`config.mk`:
```
export PLATFORM = sky130hd
export DESIGN_NAME = pe_feeder
export DESIGN_NICKNAME = d
export VERILOG_FILES = /design/src/rtl/pe_pkg.sv /design/src/rtl/pe_feeder_buf.sv /design/src/rtl/pe_feeder.sv
export SDC_FILE = /design/constraint.sdc
export NUM_CORES = 1
export LEC_CHECK = 0
export ABC_AREA = 0
export CORE_UTILIZATION = 59
export CTS_CLUSTER_DIAMETER = 200
export DETAILED_ROUTE_END_ITERATION = 10
export GPL_ROUTABILITY_DRIVEN = 0
export GPL_TIMING_DRIVEN = 1
export HOLD_SLACK_MARGIN = 0.1
export PLACE_DENSITY = 0.85
export SLEW_MARGIN = 20
export SYNTH_ARGS = -nofsm -noshare
export SYNTH_HDL_FRONTEND = slang
export SYNTH_HIERARCHICAL = 1
export SYNTH_SLANG_ARGS = --single-unit
```
`constraint.sdc`:
```
create_clock -name clk -period 12.55 [get_ports clk]
set_clock_uncertainty 0.1 [all_clocks]
set_input_delay 1.8825 -clock clk [delete_from_list [all_inputs] [get_ports clk]]
set_output_delay 1.8825 -clock clk [all_outputs]
set_load 0.03 [all_outputs]
```
`src/rtl/pe_pkg.sv`:
```
// Shared widths and FSM state encoding for the pe_feeder slice.
package pe_pkg;
    localparam int DATA_W = 8;
    localparam int ACC_W  = 32;

    typedef enum logic [2:0] {
        S_IDLE    = 3'd0,
        S_ARM     = 3'd1,
        S_ISSUE   = 3'd2,
        S_WAIT_HI = 3'd3,
        S_CAPTURE = 3'd4,
        S_WAIT_LO = 3'd5,
        S_GAP     = 3'd6,
        S_DONE    = 3'd7
    } feeder_state_t;
endpackage

```
`src/rtl/pe_feeder_buf.sv`:
```
// Operand-pair register file: sequential write pointer, full flag, clear, async read by index.
module pe_feeder_buf
    import pe_pkg::*;
#(
    parameter int DEPTH = 8
) (
    input  logic                     clk,
    input  logic                     reset,
    input  logic                     i_wr_en,
    input  logic [DATA_W-1:0]        i_wr_a,
    input  logic [DATA_W-1:0]        i_wr_b,
    input  logic                     i_clear,
    input  logic [$clog2(DEPTH)-1:0] i_rd_idx,
    output logic [DATA_W-1:0]        o_rd_a,
    output logic [DATA_W-1:0]        o_rd_b,
    output logic [$clog2(DEPTH):0]   o_wr_ptr,
    output logic                     o_full
);
    localparam int AW = $clog2(DEPTH);
    localparam int PW = AW + 1;
    localparam logic [PW-1:0] FULL_PTR = PW'(DEPTH);

    logic [2*DATA_W-1:0] r_mem [DEPTH];
    logic [PW-1:0]       r_wr_ptr;
    logic                w_push;

    assign o_full   = (r_wr_ptr == FULL_PTR);
    assign w_push   = i_wr_en && !o_full && !i_clear;
    assign o_wr_ptr = r_wr_ptr;
    assign {o_rd_a, o_rd_b} = r_mem[i_rd_idx];

    always_ff @(posedge clk) begin
        if (reset || i_clear) begin
            r_wr_ptr <= '0;
        end else if (w_push) begin
            r_wr_ptr <= r_wr_ptr + 1'b1;
        end
    end

    // Storage needs no reset: entries beyond the pointer are never issued.
    always_ff @(posedge clk) begin
        if (w_push) begin
            r_mem[r_wr_ptr[AW-1:0]] <= {i_wr_a, i_wr_b};
        end
    end
endmodule

```
`src/rtl/pe_feeder.sv`:
```
// Sequencer that issues buffered operand pairs to one pe, one valid pulse per pair,
// and captures each result with a shared per-wait timeout.
module pe_feeder
    import pe_pkg::*;
#(
    parameter int DEPTH   = 8,
    parameter int GAP_W   = 8,
    parameter int TIMEOUT = 255
) (
    input  logic                   clk,
    input  logic                   reset,
    input  logic                   wr_en,
    input  logic [DATA_W-1:0]      wr_a,
    input  logic [DATA_W-1:0]      wr_b,
    output logic                   wr_full,
    input  logic                   start,
    input  logic [$clog2(DEPTH):0] count,
    input  logic [GAP_W-1:0]       gap,
    output logic                   busy,
    output logic                   pe_valid,
    output logic [DATA_W-1:0]      pe_a,
    output logic [DATA_W-1:0]      pe_b,
    input  logic [ACC_W-1:0]       pe_y,
    input  logic                   pe_ovf,
    input  logic                   pe_done,
    output logic [ACC_W-1:0]       res,
    output logic                   res_ovf,
    output logic                   res_valid,
    output logic                   ovf_sticky,
    output logic                   finished,
    output logic                   timeout_err,
    output feeder_state_t          dbg_state
);
    localparam int AW = $clog2(DEPTH);
    localparam int CW = AW + 1;
    localparam int TW = $clog2(TIMEOUT + 1);
    localparam logic [TW-1:0] T_MAX = TW'(TIMEOUT);

    feeder_state_t     r_state;
    logic [CW-1:0]     r_idx, r_count;
    logic [GAP_W-1:0]  r_gap, r_gcnt;
    logic [TW-1:0]     r_tcnt;
    logic [DATA_W-1:0] r_pe_a, r_pe_b;
    logic [ACC_W-1:0]  r_res;
    logic              r_res_ovf, r_res_valid, r_ovf_sticky;
    logic              r_finished, r_timeout_err, r_busy;

    logic [CW-1:0]     w_wr_ptr, w_eff_cnt, w_idx_inc;
    logic [AW-1:0]     w_rd_idx;
    logic [DATA_W-1:0] w_rd_a, w_rd_b;
    logic              w_wait_state, w_wait_met, w_abort, w_zero_start, w_clear, w_wr_en;

    assign w_eff_cnt    = (count > w_wr_ptr) ? w_wr_ptr : count;
    assign w_idx_inc    = r_idx + 1'b1;
    assign w_rd_idx     = (r_state == S_GAP) ? w_idx_inc[AW-1:0] : '0;
    assign w_wr_en      = wr_en && (r_state == S_IDLE);
    assign w_zero_start = (r_state == S_IDLE) && start && (w_eff_cnt == '0);
    assign w_abort      = w_wait_state && !w_wait_met && (r_tcnt == T_MAX);
    assign w_clear      = w_abort || w_zero_start || (r_state == S_DONE);

    // ARM and WAIT_LO wait for done low, WAIT_HI for done high; all three share the timeout.
    always_comb begin
        w_wait_state = 1'b0;
        w_wait_met   = 1'b0;
        case (r_state)
            S_ARM, S_WAIT_LO: begin
                w_wait_state = 1'b1;
                w_wait_met   = !pe_done;
            end
            S_WAIT_HI: begin
                w_wait_state = 1'b1;
                w_wait_met   = pe_done;
            end
            default: ;
        endcase
    end

    pe_feeder_buf #(.DEPTH(DEPTH)) u_buf (
        .clk      (clk),
        .reset    (reset),
        .i_wr_en  (w_wr_en),
        .i_wr_a   (wr_a),
        .i_wr_b   (wr_b),
        .i_clear  (w_clear),
        .i_rd_idx (w_rd_idx),
        .o_rd_a   (w_rd_a),
        .o_rd_b   (w_rd_b),
        .o_wr_ptr (w_wr_ptr),
        .o_full   (wr_full)
    );

    always_ff @(posedge clk) begin
        if (reset) begin
            r_state       <= S_IDLE;
            r_idx         <= '0;
            r_count       <= '0;
            r_gap         <= '0;
            r_gcnt        <= '0;
            r_tcnt        <= '0;
            r_pe_a        <= '0;
            r_pe_b        <= '0;
            r_res         <= '0;
            r_res_ovf     <= 1'b0;
            r_res_valid   <= 1'b0;
            r_ovf_sticky  <= 1'b0;
            r_finished    <= 1'b0;
            r_timeout_err <= 1'b0;
            r_busy        <= 1'b0;
        end else begin
            r_res_valid <= 1'b0;
            r_finished  <= 1'b0;
            r_tcnt      <= (w_wait_state && !w_wait_met) ? r_tcnt + 1'b1 : '0;
            case (r_state)
                S_IDLE: if (start) begin
                    r_timeout_err <= 1'b0;
                    if (w_eff_cnt == '0) begin
                        r_finished <= 1'b1;
                    end else begin
                        r_state      <= S_ARM;
                        r_busy       <= 1'b1;
                        r_idx        <= '0;
                        r_count      <= w_eff_cnt;
                        r_gap        <= gap;
                        r_ovf_sticky <= 1'b0;
                    end
                end
                S_ARM: if (!pe_done) begin
                    r_state <= S_ISSUE;
                    r_pe_a  <= w_rd_a;
                    r_pe_b  <= w_rd_b;
                end
                S_ISSUE:   r_state <= S_WAIT_HI;
                S_WAIT_HI: if (pe_done) r_state <= S_CAPTURE;
                S_CAPTURE: begin
                    r_res        <= pe_y;
                    r_res_ovf    <= pe_ovf;
                    r_ovf_sticky <= r_ovf_sticky | pe_ovf;
                    r_res_valid  <= 1'b1;
                    r_state      <= S_WAIT_LO;
                end
                S_WAIT_LO: if (!pe_done) begin
                    r_state <= S_GAP;
                    r_gcnt  <= r_gap;
                end
                S_GAP: begin
                    if (r_gcnt == '0) begin
                        r_idx <= w_idx_inc;
                        if (w_idx_inc == r_count) begin
                            r_state <= S_DONE;
                        end else begin
                            r_state <= S_ISSUE;
                            r_pe_a  <= w_rd_a;
                            r_pe_b  <= w_rd_b;
                        end
                    end else begin
                        r_gcnt <= r_gcnt - 1'b1;
                    end
                end
                S_DONE: begin
                    r_finished <= 1'b1;
                    r_busy     <= 1'b0;
                    r_state    <= S_IDLE;
                end
                default: r_state <= S_IDLE;
            endcase
            if (w_abort) begin
                r_timeout_err <= 1'b1;
                r_finished    <= 1'b1;
                r_busy        <= 1'b0;
                r_state       <= S_IDLE;
            end
        end
    end

    assign pe_valid    = (r_state == S_ISSUE);
    assign pe_a        = r_pe_a;
    assign pe_b        = r_pe_b;
    assign res         = r_res;
    assign res_ovf     = r_res_ovf;
    assign res_valid   = r_res_valid;
    assign ovf_sticky  = r_ovf_sticky;
    assign finished    = r_finished;
    assign timeout_err = r_timeout_err;
    assign busy        = r_busy;
    assign dbg_state   = r_state;
endmodule

```
Word-level counts from Yosys, hierarchy flattened
Memories as Yosys holds them, arrays and structs flattened.
Index checks and enable logic that the tools add are counted.
{"block": "word_totals", "register_bits": 93, "ram_bits": 128, "input_bits": 66, "wordCells": 122, "mem_count": 1}
{"memory": "u_buf.r_mem", "depth": 8, "word_bits": 16, "read_ports": 1, "rd_ports_with_merged_regs": 0, "write_ports": 1, "line_no": "pe_feeder_buf.sv:23", "source": "logic [2*DATA_W-1:0] r_mem [DEPTH];"}
{"block": "op_classes", "n_addsub": 4, "order_cmp": 1, "eq_ne": 18, "mux": 43, "bitwise": 3, "reduce_logical": 36}
{"op": "$mux 8", "n": 8}
{"op": "$pmux 8 s2", "n": 3}
{"op": "$mux 3", "n": 8}
{"op": "$pmux 3 s8", "n": 1}
{"op": "$mux 4", "n": 4}
{"op": "$mux 1", "n": 14}
{"op": "$ne 2x2->1 const B", "n": 7}
{"op": "$reduce_bool 2->1", "n": 7}
{"op": "$eq 3x3->1 const B", "n": 4}
{"op": "$reduce_and 3->1", "n": 4}
{"op": "$add 4x1->4 const B", "n": 2}
{"op": "$add 8x1->8 const B", "n": 1}
{"op": "$eq 8x8->1 const B", "n": 1}
{"op": "$logic_not 8->1", "n": 1}
{"op": "$pmux 1 s2", "n": 4}
{"op": "$pmux 4 s2", "n": 1}
{"op": "$reduce_and 4->1", "n": 2}
{"op": "$sub 8x1->8 const B", "n": 1}
{"op": "$logic_and 1x1->1", "n": 7}
{"op": "$eq 3x2->1 const B", "n": 2}
{"op": "$reduce_and 6->1", "n": 1}
{"op": "$reduce_or 2->1", "n": 3}
{"op": "$eq 4x4->1", "n": 1}
{"op": "$eq 4x4->1 const B", "n": 1}
{"op": "11 further kinds", "n": 17}

Longest topological paths before layout
{"block": "depth", "ltp_word": 12, "depth_mapped": 11}

By module
Netlist, hierarchy kept.
{"mod": "pe_feeder_buf", "n_inst": 1, "cells_each": 224, "area_each_um2": 5190.0, "seq_area_each_um2": 3923.8}
{"mod": "pe_feeder", "n_inst": 1, "cells_each": 491, "area_each_um2": 4027.6, "seq_area_each_um2": 1781.7}

Least setup slack after synthesis
Ideal clock, no wire load.
{"block": "synth_timing", "path_kind": "in2reg", "startpoint": "input port count[3]", "endpoint": "memory u_buf/r_mem[7][0] in the netlist's numbering, enable pin", "setup_ps": 443, "arrival_ps": 5134, "setup_slack_ps": 6873, "path_stages": 8, "n_path_buf": 1, "path_cell_list": "ha_1 and4_1 a21oi_1 a21boi_1 clkbuf_1 a21oi_1 o21ai_0 nor4b_1"}
{"block": "synth_via", "elab_chain_len": 10}
{"element": "start, declared", "line_no": "pe_feeder.sv:17", "source": "input logic [$clog2(DEPTH):0] count,"}
{"element": "$gt 4x4->1", "line_no": "pe_feeder.sv:53", "source": "assign w_eff_cnt = (count > w_wr_ptr) ? w_wr_ptr : count;"}
{"element": "$mux 4 (*)", "line_no": "pe_feeder.sv:53"}
{"element": "$logic_not 4->1 (*)", "line_no": "pe_feeder.sv:57", "source": "assign w_zero_start = (r_state == S_IDLE) && start && (w_eff_cnt == '0);"}
{"element": "$logic_and 1x1->1 (*)", "line_no": "pe_feeder.sv:57"}
{"element": "$logic_or 1x1->1 (*) (2 in a row)", "line_no": "pe_feeder.sv:59", "source": "assign w_clear = w_abort || w_zero_start || (r_state == S_DONE);"}
{"element": "net w_clear", "line_no": "pe_feeder.sv:51", "source": "logic w_wait_state, w_wait_met, w_abort, w_zero_start, w_clear, w_wr_en;"}
{"element": "$logic_not 1->1 (*)", "line_no": "pe_feeder_buf.sv:28", "source": "assign w_push = i_wr_en && !o_full && !i_clear;"}
{"element": "$logic_and 1x1->1 (*)", "line_no": "pe_feeder_buf.sv:28"}
{"element": "$mux 1 (*)", "line_no": "pe_feeder_buf.sv:42", "source": "if (w_push) begin"}
{"element": "$mux 1 (not written as such) (*)", "line_no": "pe_feeder_buf.sv:43", "source": "r_mem[r_wr_ptr[AW-1:0]] <= {i_wr_a, i_wr_b};"}
{"element": "end, declared", "line_no": "pe_feeder_buf.sv:23"}
The timed path passes the listed nets; every way through them passes the cells marked *.

Worst setup path after layout
{"block": "layout_timing", "startpoint": "input port count[1]", "endpoint": "memory u_buf/r_mem[6][5] in the netlist's numbering, enable pin"}
Same word-level chain as after synthesis.

==> impl_summary.md <==
Status
The flow ran to the end, and the final reports show no timing, DRC or antenna violations.

Synthesis
The synthesized design contains approximately 130 enable-type register cells. In the post-synthesis netlist, the biggest area contributors are sky130_fd_sc_hd__edfxtp_1 42%, sky130_fd_sc_hd__dfxtp_1 20%, sky130_fd_sc_hd__mux4_1 8.0%. The number of distinct standard cells referenced by the synthesized netlist is 59. The post-synthesis async set-or-reset flop share is 0%. In the synthesized netlist the dominant register cell turns out to be sky130_fd_sc_hd__edfxtp_1. The average footprint of a synthesized cell is 12.89 µm². After synthesis the netlist holds a flip-flop and latch count of between 200 and 250. The top cell type by area accounts for a little over two fifths of the synthesized area. Summing the sequential cell areas from Yosys gives approximately three fifths of the chip area.

The number of synthesis warnings is 6. sky130_fd_sc_hd__edfxtp_1 takes more of the synthesized area than any other cell. Synthesis produced a netlist with a net count of just under 800. The synthesized netlist occupies a cell area of roughly 9200 µm². Synthesis handed over a netlist of about 720 instances.

Drt
The detail-routed via count per cell is 6.130. The routed layout has 6375 vias. The count of TritonRoute iterations in the first routing pass is 5. The detailed router put a total of 8.338 mm of wire on met1. The remaining number of nets flagged by the antenna check after routing is 0. In the routed design, unresolved DRC markers number 0.

Summed over all nets, wire length on met3 after detailed routing comes to 1.252 mm. The highest signal layer in the routed design is met4. The average wire length per cell after detail routing is 20.79 µm. Summed over all layers, the routed wires come to about 22 mm.

The detailed router's first-iteration violation count is 479. After detailed routing, the met2 layer carries about 11 mm of wire.

Final layout
After routing the design area is about 11000 µm². The layout has between 800 and 900 filler cells. The area occupied by multi-input gates is 3291 µm².

The commonest non-fill, non-tap cell in the layout is sky130_fd_sc_hd__edfxtp_1. The sequential cell area in the final layout is about 5700 µm². For this run, the share of the core covered by cells in the final layout is 74.87%. Relative to the synthesized area, the layout overhead comes to 23.48%. The top cell types in the final layout, fill and taps aside, are 128 x sky130_fd_sc_hd__edfxtp_1, 123 x sky130_fd_sc_hd__clkdlybuf4s50_1, 95 x sky130_fd_sc_hd__nand2_1, 93 x sky130_fd_sc_hd__dfxtp_1, 60 x sky130_fd_sc_hd__a21oi_1. Leaving out filler cells and counting taps, the final layout contains ~1000. The final layout contains around 910 nets.

The fraction of final layout cells with drive strength greater than 1 is a little over a tenth. The antenna diode instance count is 0.

CTS
The clock-pin transition on the worst setup and hold timing paths is around 0.060 ns. For this design, the CTS-stage hold fixing added 0 buffers. The CTS tree is done. The buffer count from post-CTS setup fixing is 0.

The root buffer cell is sky130_fd_sc_hd__clkbuf_16. The number of sinks driven by the clock tree is 221. Gates resized during post-CTS repair numbered 0. Buffers inserted during clock tree synthesis total 23. In this run the deepest clock path goes through 3 buffers. The clock reaches the later pin of the worst-skew pair after approximately 0.5 ns. The maximum level of the CTS H-tree is 1.

Timing
At the pin with the least slew margin, the transition time is 1.052 ns. Setup violations remaining at the end of the flow were counted as 0. The count of final max-slew check failures came to 0. The portion of the clock cycle consumed by the worst path in the final layout is 42.04%. The worst setup slack after layout is slightly above 7 ns. The sum of negative setup slack is 0 ns. The number of failing hold endpoints at the final stage was 0.

The worst slew slack as a fraction of its limit is ~30%. For this run, the top clock speed supported by timing is 0.1896 GHz. Setup repair after global routing left no endpoint under its margin. Subtracting the final worst setup slack from the clock period gives ~5.3 ns.

Worst setup path
The startpoint kind of the worst setup timing path is an input pin. The type of the setup path with the least slack is input pin to register. At the worst endpoint, the arrival time is 5.44 ns. The cell family with the largest share of critical-path delay is compound AO/OA/AOI/OAI gates. The critical path crosses 11 cells after its start point.

The maximum fanout encountered on the critical timing path is 12. Traced cell by cell, the critical path runs through clkdlybuf4s50_1 > ha_1 > nor2b_1 > or4_1 > a21boi_1 > a21oi_1 > o21ai_0 > nor2b_1 > nand3_1 > nor2_1 > buf_4. The worst setup path is captured at a register. On the worst path, the slowest cell contributes a delay of around 0.70 ns. On the critical path, the stage with the largest delay is an instance of sky130_fd_sc_hd__a21boi_1.

At the worst endpoint, the required time is approximately 13 ns. Counting both buffers and inverters, the worst setup path holds a total of 2. The cell occurring most often along the worst timing path is sky130_fd_sc_hd__nor2b_1. The depth of the most critical reg-to-reg path is 11.

Placement
The post-placement cell count is ~1000. Once placement finished, the instance area stood at around 11000 µm². The worst slack at placement is 6.942 ns. In this run the tool buffered the top-level ports with about 120 buffer cells. Summed over all nets, the half-perimeter wirelength after detailed placement is between 10 and 15 mm.

Worst hold path
In this run the worst hold path is classified as register to register. Along the worst hold path, the cell count comes to 2.

Global route
The total congestion overflow after global routing is 0. The largest net degree at the start of global routing is 65. The via count of the first global-routing pass is 6346. The global-route wire length before repair is between 30 and 40 mm. The initial antenna violation count is 0. The total routing resource utilization after global routing is 27.04%.

Die
The initial core utilization is 60.63%. The cell row count is 45. The floorplan step defined a die boundary enclosing roughly 16000 µm². The count of pins on the block boundary is between 100 and 150.

From bottom edge to top edge, the die measures between 100 and 150 µm. The die width is between 100 and 150 µm. After floorplanning, the core was sized to cover approximately 15000 µm².

Power
The cell area power density is 141.8 nW/µm². The leakage power of the design is about 0.0039 µW. VDD sags by at most between 100 and 150 µV.

Job
The max-capacitance violation count is 0.
-- cells in the mapped netlist (5+ instances only) --
cell	number
sky130_fd_sc_hd__nand3_1	21
sky130_fd_sc_hd__and2_1	7
sky130_fd_sc_hd__a21o_1	5
sky130_fd_sc_hd__ha_1	10
sky130_fd_sc_hd__and3_2	6
sky130_fd_sc_hd__nor2_1	32
sky130_fd_sc_hd__and3_1	14
sky130_fd_sc_hd__a21oi_1	60
sky130_fd_sc_hd__a21boi_0	18
sky130_fd_sc_hd__xor2_1	6
sky130_fd_sc_hd__edfxtp_1	128
sky130_fd_sc_hd__mux2_2	16
sky130_fd_sc_hd__nand2_1	95
sky130_fd_sc_hd__mux2i_1	6
sky130_fd_sc_hd__mux4_1	28
sky130_fd_sc_hd__xnor2_1	6
sky130_fd_sc_hd__dfxtp_1	93
sky130_fd_sc_hd__buf_6	5
sky130_fd_sc_hd__o21ai_0	24
sky130_fd_sc_hd__nor3_1	6
sky130_fd_sc_hd__clkbuf_1	28
sky130_fd_sc_hd__nor4_1	5
sky130_fd_sc_hd__inv_1	18
sky130_fd_sc_hd__o21a_1	16
-- through the flow --
stage	hold slack (ns)	power, µW
4_1_cts	0.3606	1623
3_5_place_dp	0.3485	972.9
3_3_place_gp	0.3392	965.6
5_1_grt	0.3749	1665
2_1_floorplan	0.3258	904.6
6_report	0.3574	1615
-- layer usage --
metal	vias up	global-route usage, %
li1	2913	-
met1	3145	32.24
met2	257	49.03
met3	60	4.020
met4	0	11.48
met5	-	0
-- cell type report --
type	instances	area share, %
clock buffers	28	5.309
clock inverters	13	1.132
inverters	18	0.5936
multi-input cells	436	28.91
flip-flops and latches	221	50.13
well taps	188	2.067
repair buffers	136	11.86
-- worst register-to-register path, cell delays in order, from the launching register on --
cell and delay, ns:
sky130_fd_sc_hd__dfxtp_1 0.63, sky130_fd_sc_hd__inv_1 0.10, sky130_fd_sc_hd__ha_1 0.30, sky130_fd_sc_hd__nor2b_1 0.16
sky130_fd_sc_hd__or4_1 0.48, sky130_fd_sc_hd__a21boi_1 0.70, sky130_fd_sc_hd__a21oi_1 0.12, sky130_fd_sc_hd__o21ai_0 0.51
sky130_fd_sc_hd__nor2b_1 0.15, sky130_fd_sc_hd__nand3_1 0.25, sky130_fd_sc_hd__nor2_1 0.18, sky130_fd_sc_hd__buf_4 0.23
-- final timing paths --
kind / startpoint / to / slack, ns
worst max-delay path: count[1] / u_buf/r_mem[6][5] / 7.27
worst min-delay path: res[10] / res[10] / 0.36
worst max register to register: u_buf/o_wr_ptr[1] / u_buf/r_mem[6][5] / 8.39
worst min register to register: res[10] / res[10] / 0.36
-- state kept, by name (all words and copies together) (netlist names) --
| signal | cells |
|---|---|
| r_tcnt | 8 |
| r_count | 4 |
| r_gap | 8 |
| pe_a | 8 |
| res_valid | 1 |
| finished | 1 |
| timeout_err | 1 |
| dbg_state | 3 |
| ovf_sticky | 1 |
| u_buf/r_mem | 128 |
| res_ovf | 1 |
| u_buf/o_wr_ptr | 4 |
| r_gcnt | 8 |
| res | 32 |
| pe_b | 8 |
| r_idx | 4 |
| busy | 1 |
-- report_power, final --
part           total, µW  internal [µW]  leakage [µW]  switching (µW)
Clock                652            386      0.000362             266
Sequential           810            793       0.00191            16.3
Combinational        153           67.7       0.00160            85.5
-- cell families after synthesis --
logic type      count (synthesis)  synth area share [%]
compound gates                146                 9.964
xor+xnor                       12                 1.140
fa+ha+maj                      10                 1.357
buf+inv                        58                 2.823
flops                         221                 61.90
mux                            54                 11.57
simple gates                  214                 11.25
No activity file was read; power rests on OpenSTA's default activity.
